<file path="config.mk">
export PLATFORM = sky130hd
export DESIGN_NAME = scan_sel_ctrl
export DESIGN_NICKNAME = d
export VERILOG_FILES = /design/src/rtl/scan_sel_ctrl_pkg.sv /design/src/rtl/scan_sel_ctrl_next_chan_find.sv /design/src/rtl/scan_sel_ctrl.sv
export SDC_FILE = /design/constraint.sdc
export NUM_CORES = 1
export LEC_CHECK = 0
export CAP_MARGIN = 25
export CORE_ASPECT_RATIO = 1.5
export CORE_MARGIN = 3
export CORE_UTILIZATION = 55
export DETAILED_ROUTE_END_ITERATION = 16
export GPL_ROUTABILITY_DRIVEN = 0
export PLACE_DENSITY_LB_ADDON = 0.1
export RECOVER_POWER = 25
export SYNTH_ARGS = -nofsm -noshare
export SYNTH_HDL_FRONTEND = slang
export SYNTH_SLANG_ARGS = --single-unit
</file>
<file path="constraint.sdc">
create_clock -name clk -period 4.2 [get_ports clk]
set_input_delay 0.84 -clock clk [delete_from_list [all_inputs] [get_ports clk]]
set_output_delay 0.84 -clock clk [all_outputs]
set_load 0.02 [all_outputs]
</file>
<file path="src/rtl/scan_sel_ctrl_pkg.sv">
// Shared types and constants for the scan select generator.
// Build option SCAN_BLANK_EN (checked in scan_sel_ctrl) adds a blank cycle between channels.
package scan_pkg;

   localparam int NUM_CH = 8;
   localparam int SEL_W  = 3;

   typedef enum logic [1:0] {
      IDLE  = 2'd0,
      DWELL = 2'd1,
      BLANK = 2'd2
   } scan_state_e;

   // Index of the lowest set bit; zero when no bit is set.
   function automatic logic [SEL_W-1:0] lowest_set(input logic [NUM_CH-1:0] m);
      logic [SEL_W-1:0] r;
      r = {SEL_W{1'b0}};
      for (int i = NUM_CH - 1; i >= 0; i--) begin
         r = m[i] ? SEL_W'(i) : r;
      end
      return r;
   endfunction

endpackage

</file>
<file path="src/rtl/scan_sel_ctrl_next_chan_find.sv">
// Combinational search for the next enabled channel above the current one,
// plus the lowest enabled channel used when a pass wraps.
module next_chan_find
   import scan_pkg::*;
(
   input  logic [NUM_CH-1:0] mask,
   input  logic [SEL_W-1:0]  cur,
   output logic [SEL_W-1:0]  nxt,
   output logic              found_above,
   output logic [SEL_W-1:0]  first
);

   logic [NUM_CH-1:0] above_s;

   // Clear bits 0..cur; the shift drops out of range when cur is the top channel.
   always_comb begin
      above_s     = mask & ~((NUM_CH'(2) << cur) - NUM_CH'(1));
      nxt         = lowest_set(above_s);
      found_above = |above_s;
      first       = lowest_set(mask);
   end

endmodule

</file>
<file path="src/rtl/scan_sel_ctrl.sv">
// Select generator for the 3-to-8 decoder: walks enabled channels with a dwell time.
// Define SCAN_BLANK_EN to insert one blank (e = 0) cycle on every channel transition.
module scan_sel_ctrl
   import scan_pkg::*;
#(
   parameter int DWELL_W = 8
) (
   input  logic               clk,
   input  logic               rst,
   input  logic               start,
   input  logic               stop,
   input  logic               mode,
   input  logic [NUM_CH-1:0]  mask,
   input  logic [DWELL_W-1:0] dwell,
   output logic [SEL_W-1:0]   sel,
   output logic               e,
   output logic               busy,
   output logic               done,
   output logic               wrap
);

   localparam logic [DWELL_W-1:0] CNT_ZERO = {DWELL_W{1'b0}};
   localparam logic [DWELL_W-1:0] CNT_ONE  = DWELL_W'(1);

   scan_state_e        state_r, state_s;
   logic [NUM_CH-1:0]  mask_r;
   logic               mode_r;
   logic [DWELL_W-1:0] reload_r, reload_s;
   logic [DWELL_W-1:0] cnt_r, cnt_s;
   logic [SEL_W-1:0]   sel_r, sel_s;
   logic               e_r, busy_r, done_r, wrap_r;
   logic               done_s, wrap_s;
   logic               accept_s, expire_s;
   logic [SEL_W-1:0]   nxt_s, first_s;
   logic               found_s;
   scan_state_e        step_st_s;

   next_chan_find u_find (
      .mask        (mask_r),
      .cur         (sel_r),
      .nxt         (nxt_s),
      .found_above (found_s),
      .first       (first_s)
   );

   assign accept_s = start & ~stop & (|mask);
   assign expire_s = (cnt_r == CNT_ZERO);

`ifdef SCAN_BLANK_EN
   assign step_st_s = BLANK;
`else
   assign step_st_s = DWELL;
`endif

   // State register.
   always_ff @(posedge clk or posedge rst) begin
      if (rst) begin
         state_r <= IDLE;
      end else begin
         state_r <= state_s;
      end
   end

   // Next-state logic; stop overrides any counter expiry.
   always_comb begin
      state_s = state_r;
      case (state_r)
         IDLE: begin
            if (accept_s) state_s = DWELL;
            else          state_s = IDLE;
         end
         DWELL: begin
            if (stop)                  state_s = IDLE;
            else if (!expire_s)        state_s = DWELL;
            else if (found_s || mode_r) state_s = step_st_s;
            else                       state_s = IDLE;
         end
         BLANK: begin
            if (stop) state_s = IDLE;
            else      state_s = DWELL;
         end
         default: state_s = IDLE;
      endcase
   end

   // Next values of the channel, counter and pulse outputs (registered below).
   always_comb begin
      sel_s    = sel_r;
      cnt_s    = cnt_r;
      reload_s = reload_r;
      done_s   = 1'b0;
      wrap_s   = 1'b0;
      case (state_r)
         IDLE: begin
            if (accept_s) begin
               sel_s    = lowest_set(mask);
               reload_s = (dwell == CNT_ZERO) ? CNT_ZERO : (dwell - CNT_ONE);
               cnt_s    = reload_s;
            end else begin
               sel_s = sel_r;
            end
         end
         DWELL: begin
            if (stop) begin
               cnt_s = cnt_r;
            end else if (!expire_s) begin
               cnt_s = cnt_r - CNT_ONE;
            end else if (found_s) begin
               sel_s = nxt_s;
               cnt_s = reload_r;
            end else if (mode_r) begin
               sel_s  = first_s;
               cnt_s  = reload_r;
               wrap_s = 1'b1;
            end else begin
               done_s = 1'b1;
            end
         end
         BLANK: begin
            cnt_s = cnt_r;
         end
         default: begin
            cnt_s = cnt_r;
         end
      endcase
   end

   // Datapath and output registers.
   always_ff @(posedge clk or posedge rst) begin
      if (rst) begin
         mask_r   <= {NUM_CH{1'b0}};
         mode_r   <= 1'b0;
         reload_r <= CNT_ZERO;
         cnt_r    <= CNT_ZERO;
         sel_r    <= {SEL_W{1'b0}};
         e_r      <= 1'b0;
         busy_r   <= 1'b0;
         done_r   <= 1'b0;
         wrap_r   <= 1'b0;
      end else begin
         if (state_r == IDLE && accept_s) begin
            mask_r <= mask;
            mode_r <= mode;
         end
         reload_r <= reload_s;
         cnt_r    <= cnt_s;
         sel_r    <= sel_s;
         e_r      <= (state_s == DWELL);
         busy_r   <= (state_s != IDLE);
         done_r   <= done_s;
         wrap_r   <= wrap_s;
      end
   end

   assign sel  = sel_r;
   assign e    = e_r;
   assign busy = busy_r;
   assign done = done_r;
   assign wrap = wrap_r;

endmodule

</file>
# Word level (Yosys, flattened, before mapping)
# Cells that the tools add are included.
# Widths: inputs -> output; s select.
# totals
out_inout_bits,7
in_bits,21
elab_cells,92
reg_bits,34
# classes
n_bitwise,5
muxes,53
addsub,3
n_reduce_logical,12
eq_ne,8
shifts,1
# op_table
operator,n
$mux 3,29
$mux 8,6
$sub 8x1->8 const B,3
$logic_not 8->1,2
$pmux 8 s2,1
$reduce_or 8->1,2
$mux 1,15
$and 8x8->8,1
$not 8->8,1
$shl 2x3->8 const A,1
$ne 2x2->1 const B,3
$pmux 2 s3,1
$pmux 3 s2,1
$reduce_and 5->1,1
$eq 2x1->1 const B,2
$ne 4x4->1 const B,1
$reduce_and 4->1,1
$reduce_bool 2->1,2
$ne 3x3->1 const B,1
$and 1x1->1,2
$eq 2x2->1 const B,1
$logic_not 2->1,1
$reduce_and 2->1,1
$logic_and 1x1->1,1
other kinds (2),2

# Longest topological paths before layout
# Gate-level depths: netlist (run 1).
# logic_depth
ltp_word,16
ltp_mapped,12
ltp_nobuf,9

# Cells and area by module
# From an unflattened synthesis (run 1), not the netlist that was laid out.
# hier_totals
hier_cells,226
area_unflattened_um2,2062.0
# modules_own_cells
module,seq_area_each_um2,area_each_um2,cells_per_inst,n_inst
scan_sel_ctrl,775.7,1794.2,184,1
next_chan_find,0.0,267.8,42,1

# Worst setup path after synthesis (run 1)
# No wires, ideal clock.
# synth_path
path_type,register -> register
start,"register sel_r[1], in the netlist sel[1]"
end,register cnt_r[2]
n_path_buf,2
arrival_time_ps,2951
slack_ps,1125
synth_period_minus_slack_ps,3075
setup_time_ps,124
required_time_ps,4076
stages_incl_launch_ff,11
path_cell_list,dfrtp_1 clkbuf_1 or3_1 ha_1 buf_2 or2_2 o32ai_1 o221ai_1 o41a_1 a22o_1 a211o_1
# synth_between
elab_chain_cells,9
elab_cells_between_ends,11
classes_between,add/sub: 1; eq/ne: 1; shift: 1; mux: 4; bitwise: 2; reduce/logical: 2
# synth_lines
element,line,rtl
from (decl),scan_sel_ctrl.sv:30,"logic [SEL_W-1:0] sel_r, sel_s;"
from (signal assigned),scan_sel_ctrl.sv:135,sel_r <= {SEL_W{1'b0}};
from (signal assigned),scan_sel_ctrl.sv:147,sel_r <= sel_s;
$shl 2x3->8 (*),scan_sel_ctrl_next_chan_find.sv:17,above_s = mask & ~((NUM_CH'(2) << cur) - NUM_CH'(1));
$sub 8x1->8 (*),scan_sel_ctrl_next_chan_find.sv:17,
$not 8->8 (*),scan_sel_ctrl_next_chan_find.sv:17,
$and 8x8->8 (*),scan_sel_ctrl_next_chan_find.sv:17,
$reduce_or 8->1 (*),scan_sel_ctrl_next_chan_find.sv:19,found_above = |above_s;
$mux 8,scan_sel_ctrl.sv:108,end else if (found_s) begin
$mux 8,scan_sel_ctrl.sv:106,end else if (!expire_s) begin
$mux 8,scan_sel_ctrl.sv:104,if (stop) begin
$pmux 8 s2,scan_sel_ctrl.sv:93,case (state_r)
to (signal assigned),scan_sel_ctrl.sv:146,cnt_r <= cnt_s;
to (decl),scan_sel_ctrl.sv:29,"logic [DWELL_W-1:0] cnt_r, cnt_s;"
# Mark *: on every way between the ends. The rest lies on a longest branch, timed or not. The select of a mux whose other input is x is not followed.
# A chain may end at the register's enable or synchronous reset.

# Final worst setup path (run 1)
# layout_path
start,"register sel_r[0], in the netlist sel[0]"
end,register cnt_r[2]
# Same word-level chain as after synthesis.

==> flow_metrics.py, run 1 <==
metrics = {
    "clock_tree": {
        "numClockSinks": 31,
        "post_cts_buffers": 0,
        "h-tree-depth": 2,
        "clock_path_buffers": 2,
        "post_cts_hold_buffer_count": 0,
        "cts_made_buffers": 5,
        "clk_pin_slew_ps": 70,
        "cts.root.buffer_cell": "sky130_fd_sc_hd__clkbuf_8",
        "cts_tree": "done",
        "post_cts_resize_count": 0,
        "clock_latency_on_the_worst_skew_pair_ps": 290,
    },
    "layout": {
        "synth_to_final_area_change_pct": 17.52,
        "design_area_mm2": 0.002476,
        "layout.cells.most_common": "sky130_fd_sc_hd__dfrtp_1",
        "seq_area_um2": 775.7,
        "multi_input_area_mm2": 0.001211,
        "num_antenna_cells": 0,
        "nets": 292,
        "final_core_util_pct": 69.83,
        "proportion_of_layout_cells_with_a_drive_suffix_above_1_pct": 9.328,
        "layout.filler_cells": 306,
        "layout_common_cells": "sky130_fd_sc_hd__dfrtp_1 (31), sky130_fd_sc_hd__clkdlybuf4s50_1 (26), sky130_fd_sc_hd__nor2_1 (23), sky130_fd_sc_hd__nand2_1 (21), sky130_fd_sc_hd__o21ai_0 (17)",
    },
    "sta": {
        "final-hold-violation-count": 0,
        "clock.fmax_mhz": 295.2,
        "grt_setup_unrepaired": "no",
        "maxSlewHeadroom_pct": 39.33,
        "final_setup_fails": 0,
        "hold_slack_ps": 492.1,
        "worst_clock_skew_ps": 6.851,
        "timing.final.crit_share_pct": 80.66,
        "tightest_slew_ps": 909.1,
        "tns_ps": 0,
        "timing_max_transition_violations_final": 0,
        "finalCriticalPeriod_ps": 3388,
    },
    "run": {
        "cap_viol_max_count": 0,
    },
    "power_and_ir_drop": {
        "powerDensity_mw_per_mm2": 475.1,
        "pwr-share-clk_pct": 20.3,
        "p_int_mw": 0.7161,
        "leak_pwr_nw": 1.036,
        "switchingPower_mw": 0.4602,
        "vdd.ir_drop.worst_v": 0.0002898,
        "power.share.switching_pct": 39.13,
        "comb_power_share_pct": 40.4,
        "seq_power_share_pct": 39.3,
    },
    "logic_synthesis": {
        "synth_edf_count": 0,
        "synth.ff_latch_count": 31,
        "synthSimpleGateAreaFrac_pct": 22.39,
        "synthDistinctLibCells": 50,
        "mappedNetlistNets": 269,
        "async_flop_share_pct": 100.0,
        "synth_adder_area_share_pct": 1.781,
        "postSynthAreaPerCell_um2": 8.600,
        "synth_area_in_compound_gates_pct": 23.63,
        "synth_top_family_by_area": "compound AO/OA/AOI/OAI gates",
        "synthMuxAreaShare_pct": 7.185,
        "yosys.area_share.xor_xnor_pct": 2.494,
        "synth.yosys.warnings": 0,
        "synthesis.area_mm2": 0.002107,
        "synth_ff_type": "sky130_fd_sc_hd__dfrtp_1",
        "synthesis.instances": 245,
        "synth-seq-area-share_pct": 36.82,
    },
    "die": {
        "pin_count": 28,
        "floorplan.die.height_um": 81.81,
        "floorplan.core_area_mm2": 0.003546,
        "initial_utilization_pct": 59.42,
        "rows": 26,
        "fp.dieArea_mm2": 0.004625,
        "die-width_um": 56.54,
    },
    "worst_setup_path": {
        "critical-path-slowest-cell": "sky130_fd_sc_hd__o41a_1",
        "cp-end-kind": "flop",
        "timing.reg2reg.setup_slack_ps": 810,
        "worst-endpoint-required_ps": 4380,
        "worstPathCellList": "inv_1, or3_1, ha_1, or2_2, o32ai_1, o221ai_1, o41a_1, a22o_1, a211o_1",
        "max_stage_delay_ps": 640,
        "crit_arrival_ps": 3570,
        "critPathTopFamily": "compound AO/OA/AOI/OAI gates",
        "crit_buf_inv": 1,
        "crit_type": "flop to flop",
        "worst_setup_path_start_kind": "flop",
        "worst-path-max-fanout": 14,
    },
    "detailed_routing": {
        "route.detailed.drc": 0,
        "initialDrtViolationCount": 97,
        "route.antenna.remaining_nets": 0,
        "route.detailed.vias_per_inst": 6.113,
        "detailroute.via_count": 1895,
        "detailedRoute.firstPassIterationCount": 4,
        "route.detailed.wl_per_inst_um": 16.25,
        "drt-total-wl_mm": 5.038,
    },
    "grt": {
        "grt_pass1_vias": 1904,
        "grtUsageTotal_pct": 24.24,
        "gr-total-overflow": 0,
        "antenna_violations_before_repair": 0,
        "grt_first_pass_wirelength_mm": 8.556,
        "grt_start_max_net_pins": 25,
    },
    "place": {
        "placed_cell_area_mm2": 0.002389,
        "hpwlAfterDp_mm": 3.870,
        "numPortBuffers": 27,
    },
    "worst_hold_path": {
        "worst_hold_path_type": "flop to flop",
    },
    "run_status": {
        "outcome": "completed",
    },
}
## final timing paths
path	from	endpoint	cells after the start
max	sel[0]$_DFFE_PP0P_	cnt_r[2]$_DFFE_PP0P_	9
min	reload_r[7]$_DFFE_PP0P_	reload_r[7]$_DFFE_PP0P_	2
max reg2reg	sel[0]$_DFFE_PP0P_	cnt_r[2]$_DFFE_PP0P_	9
min reg2reg	reload_r[7]$_DFFE_PP0P_	reload_r[7]$_DFFE_PP0P_	2
max in group asynchronous	rst	cnt_r[4]$_DFFE_PP0P_	3
min in group asynchronous	rst	mask_r[2]$_DFFE_PP0P_	2
## sequential cells by signal, indices dropped and copies added, names as in the netlist
name      count
wrap          1
cnt_r         8
reload_r      8
sel           3
done          1
mask_r        8
busy          1
mode_r        1
## cells in the mapped netlist, drive strengths merged (4+ instances only)
cell type,count,share of area (%)
nor2,23,4.1
nand2b,7,2.1
clkbuf,7,1.2
inv,15,2.7
or3,7,2.1
mux2,9,4.8
a21oi,10,2.4
nand2,22,4.0
dfrtp,31,37
mux2i,5,2.4
o31ai,8,2.9
o211ai,4,1.4
or4,7,2.7
o21ai,17,4.0
nor3,11,3.1
buf,7,1.8
## stage by stage
step | instances | setup slack (ps) | power (mW)
6_report | 310 | 812.4 | 1.176
5_1_grt | 310 | 515.4 | 1.268
4_1_cts | 310 | 814.9 | 1.177
3_5_place_dp | 303 | 817.5 | 0.9396
3_3_place_gp | 303 | 836.3 | 0.9316
2_1_floorplan | 245 | 1125 | 0.8061
## kinds of logic after synthesis
group	after synthesis
AOI/OAI and AO/OA	71
xor gates and xnor gates	6
adders and majority gates	3
buffers and inverters	29
DFF	31
muxes	14
and+or+nand+nor	91
## layer usage
metal | part of all wire (%) | track usage [%] | up-vias
met2 | 55 | 45.02 | 52
met3 | 3.7 | 4.560 | 25
met1 | 36 | 24.85 | 875
met4 | 5.0 | 14.73 | 0
li1 | - | - | 943
met5 | 0 | 0 | -
## power by group through the flow
stage          sequential (mW)  combinational (mW)  clock (mW)
2_1_floorplan            0.428               0.378           0
3_3_place_gp             0.465               0.467           0
3_5_place_dp             0.465               0.474           0
4_1_cts                  0.460               0.477       0.239
5_1_grt                  0.477               0.538       0.253
6_report                 0.462               0.475       0.239
## tightest hold or removal path, stage by stage, from the launching register on
cell and delay, ps:
sky130_fd_sc_hd__dfrtp_1 350, sky130_fd_sc_hd__nand2_1 50, sky130_fd_sc_hd__o21ai_0 60
## area by class of cell
class / count / share of cell area (%)
Clock buffer: 6 / 3.335
Clock inverter: 1 / 0.2021
Inverter: 15 / 2.274
Multi-Input combinational cell: 185 / 48.91
Sequential cell: 31 / 31.33
Tap cell: 42 / 2.122
Timing Repair Buffer: 30 / 11.82
No activity file was read; power rests on OpenSTA's default activity.
==> run 2, diff against run 1 <==
clock period = 3.2 ns   (was 4.2 ns; I/O delays follow)
==> run 2 against run 1 <==
Effect of this change:
- the run now ends with capacitance limit, slew limit left
- clock power is 42% higher
- via count is 1.4% higher
- setup slack worse by 420 ps
- register-to-register slack worse by 420 ps
- clock skew is 0.83 ps lower
- critical path depth stayed put
- flip-flop and latch count stayed put
- final area is 2.2% higher
- non-clock buffer count is 6 higher
- global-route usage is 0.99 points higher
- critical path type unchanged
- critical endpoint is now sel[2]$_DFFE_PP0P_
==> flow_metrics.py, run 2 (synthesized netlist as in run 1, its figures left out) <==
metrics = {
    "clock_tree": {
        "post_cts_resize_count": 0,
        "clock_path_buffers": 2,
        "cts_made_buffers": 5,
        "h-tree-depth": 2,
        "clock_latency_on_the_worst_skew_pair_ps": 280,
        "clk_pin_slew_ps": 60,
        "post_cts_buffers": 0,
        "cts_tree": "done",
        "post_cts_hold_buffer_count": 0,
        "numClockSinks": 31,
        "cts.root.buffer_cell": "sky130_fd_sc_hd__clkbuf_8",
    },
    "die": {
        "pin_count": 28,
        "die-width_um": 56.54,
        "initial_utilization_pct": 59.42,
        "floorplan.core_area_mm2": 0.003546,
        "rows": 26,
        "fp.dieArea_mm2": 0.004625,
        "floorplan.die.height_um": 81.81,
    },
    "grt": {
        "grt_start_max_net_pins": 32,
        "gr-total-overflow": 0,
        "grt_pass1_vias": 1918,
        "met3_usage_pct": 4.717,
        "grt.busiest_layer": "met2",
        "grt_first_pass_wirelength_mm": 9.066,
        "grtUsageTotal_pct": 25.23,
        "grt_use_met2_pct": 47.11,
        "antenna_violations_before_repair": 0,
        "globalRouteMet1Util_pct": 27.73,
    },
    "detailed_routing": {
        "initialDrtViolationCount": 89,
        "route.antenna.remaining_nets": 0,
        "route.detailed.wl_per_inst_um": 16.23,
        "route.detailed.vias_per_inst": 6.060,
        "drt-total-wl_mm": 5.145,
        "detailedRoute.firstPassIterationCount": 4,
        "route.detailed.drc": 0,
        "detailroute.via_count": 1921,
    },
    "worst_setup_path": {
        "critPathTopFamily": "compound AO/OA/AOI/OAI gates",
        "crit_type": "flop to flop",
        "worstPathCellList": "or3_1, ha_1, o211a_1, a211o_1, o221ai_1, buf_4, o31ai_1, a21oi_1, mux2_2",
        "max_stage_delay_ps": 400,
        "crit_buf_inv": 1,
        "crit_arrival_ps": 2970,
        "critical-path-slowest-cell": "sky130_fd_sc_hd__or3_1",
        "cp-end-kind": "flop",
        "worst-path-max-fanout": 10,
        "worst-endpoint-required_ps": 3370,
        "worst_setup_path_start_kind": "flop",
    },
    "layout": {
        "layout.cells.most_common": "sky130_fd_sc_hd__dfrtp_1",
        "num_antenna_cells": 0,
        "nets": 298,
        "design_area_mm2": 0.002530,
        "layout.filler_cells": 289,
        "largest_registers": "cnt_r (8), mask_r (8), reload_r (8)",
        "proportion_of_layout_cells_with_a_drive_suffix_above_1_pct": 10.91,
        "layout_common_cells": "sky130_fd_sc_hd__dfrtp_1 (31), sky130_fd_sc_hd__clkdlybuf4s50_1 (26), sky130_fd_sc_hd__nor2_1 (23), sky130_fd_sc_hd__nand2_1 (21), sky130_fd_sc_hd__o21ai_0 (17)",
        "synth_to_final_area_change_pct": 20.07,
    },
    "sta": {
        "timing_max_transition_violations_final": 32,
        "final-hold-violation-count": 0,
        "worst_clock_skew_ps": 6.025,
        "clock.fmax_mhz": 356.2,
        "final_setup_fails": 0,
        "maxSlewHeadroom_pct": -10.50,
        "tightest_slew_ps": 1658,
        "tns_ps": 0,
        "grt_setup_unrepaired": "no",
        "timing.final.crit_share_pct": 87.74,
        "finalCriticalPeriod_ps": 2808,
    },
    "run": {
        "cap_viol_max_count": 1,
    },
    "power_and_ir_drop": {
        "vdd.ir_drop.worst_v": 0.0004494,
        "powerDensity_mw_per_mm2": 633.9,
        "leak_pwr_nw": 1.066,
    },
    "place": {
        "placed_cell_area_mm2": 0.002434,
        "numPortBuffers": 27,
        "hpwlAfterDp_mm": 3.992,
    },
    "run_status": {
        "violations": "capacitance limit, slew limit",
        "outcome": "complete, but fails checks",
    },
    "worst_hold_path": {
        "worst_hold_path_type": "flop to flop",
    },
}
-- run 2: cell types whose count changed in the layout (fill, tap and decap cells not counted), sizes merged --
cell	before	now
buf	3	8
clkbuf	6	9
clkinv	1	0
-- run 2: final cells by class --
cell class | count | area (um2) | share of cell area, %
inverters | 15 | 56.30 | 2.226
flip-flops and latches | 31 | 775.7 | 30.66
well taps | 42 | 52.55 | 2.077
clock buffers | 8 | 100.1 | 3.956
repair buffers | 36 | 334.1 | 13.20
multi-input cells | 185 | 1211 | 47.87
-- run 2: per-layer routing --
| layer | routed length, um | share of wire, % |
|---|---|---|
| met2 | 2919 | 57 |
| met5 | 0 | 0 |
| met3 | 136 | 2.6 |
| met4 | 133 | 2.6 |
| met1 | 1956 | 38 |
-- run 2: stage by stage --
step                      cells  utilization, %  setup WS, ps  hold slack (ps)  power, mW
final                       317           71.35         392.4            491.6      1.604
after global routing        317           71.35         254.5            519.4      1.724
after CTS                   317           71.45         388.3            491.2      1.610
after detailed placement    309           68.63         230.8            477.7      1.271
after global placement      309           68.63         342.6            468.6      1.252
after floorplan             245               -         125.0            448.4      1.058
-- run 2: worst register-to-register path: stages (launching register included) --
cell                       delay [ps]
sky130_fd_sc_hd__dfrtp_1          380
sky130_fd_sc_hd__or3_1            400
sky130_fd_sc_hd__ha_1             320
sky130_fd_sc_hd__o211a_1          160
sky130_fd_sc_hd__a211o_1          240
sky130_fd_sc_hd__o221ai_1         230
sky130_fd_sc_hd__buf_4            180
sky130_fd_sc_hd__o31ai_1           60
sky130_fd_sc_hd__a21oi_1          340
sky130_fd_sc_hd__mux2_2           380
-- run 2: where the power goes --
part	internal, mW	leakage [nW]	switching [mW]
registers	0.471	0.378	0.0885
logic	0.333	0.636	0.373
clock network	0.196	0.0515	0.143
total	1.00	1.07	0.604
-- run 2: path summary, 6_finish.rpt --
| check | cells past startpoint | start | slack, ps | to |
|---|---|---|---|---|
| setup reg to reg | 9 | sel[0]$_DFFE_PP0P_ | 390 | sel[2]$_DFFE_PP0P_ |
| setup / recovery | 9 | sel[0]$_DFFE_PP0P_ | 390 | sel[2]$_DFFE_PP0P_ |
| min in group asynchronous | 3 | rst | 1370 | mask_r[4]$_DFFE_PP0P_ |
| hold reg to reg | 2 | reload_r[4]$_DFFE_PP0P_ | 490 | reload_r[4]$_DFFE_PP0P_ |
| max in group asynchronous | 3 | rst | 870 | wrap$_DFF_PP0_ |
| hold / removal | 2 | reload_r[4]$_DFFE_PP0P_ | 490 | reload_r[4]$_DFFE_PP0P_ |
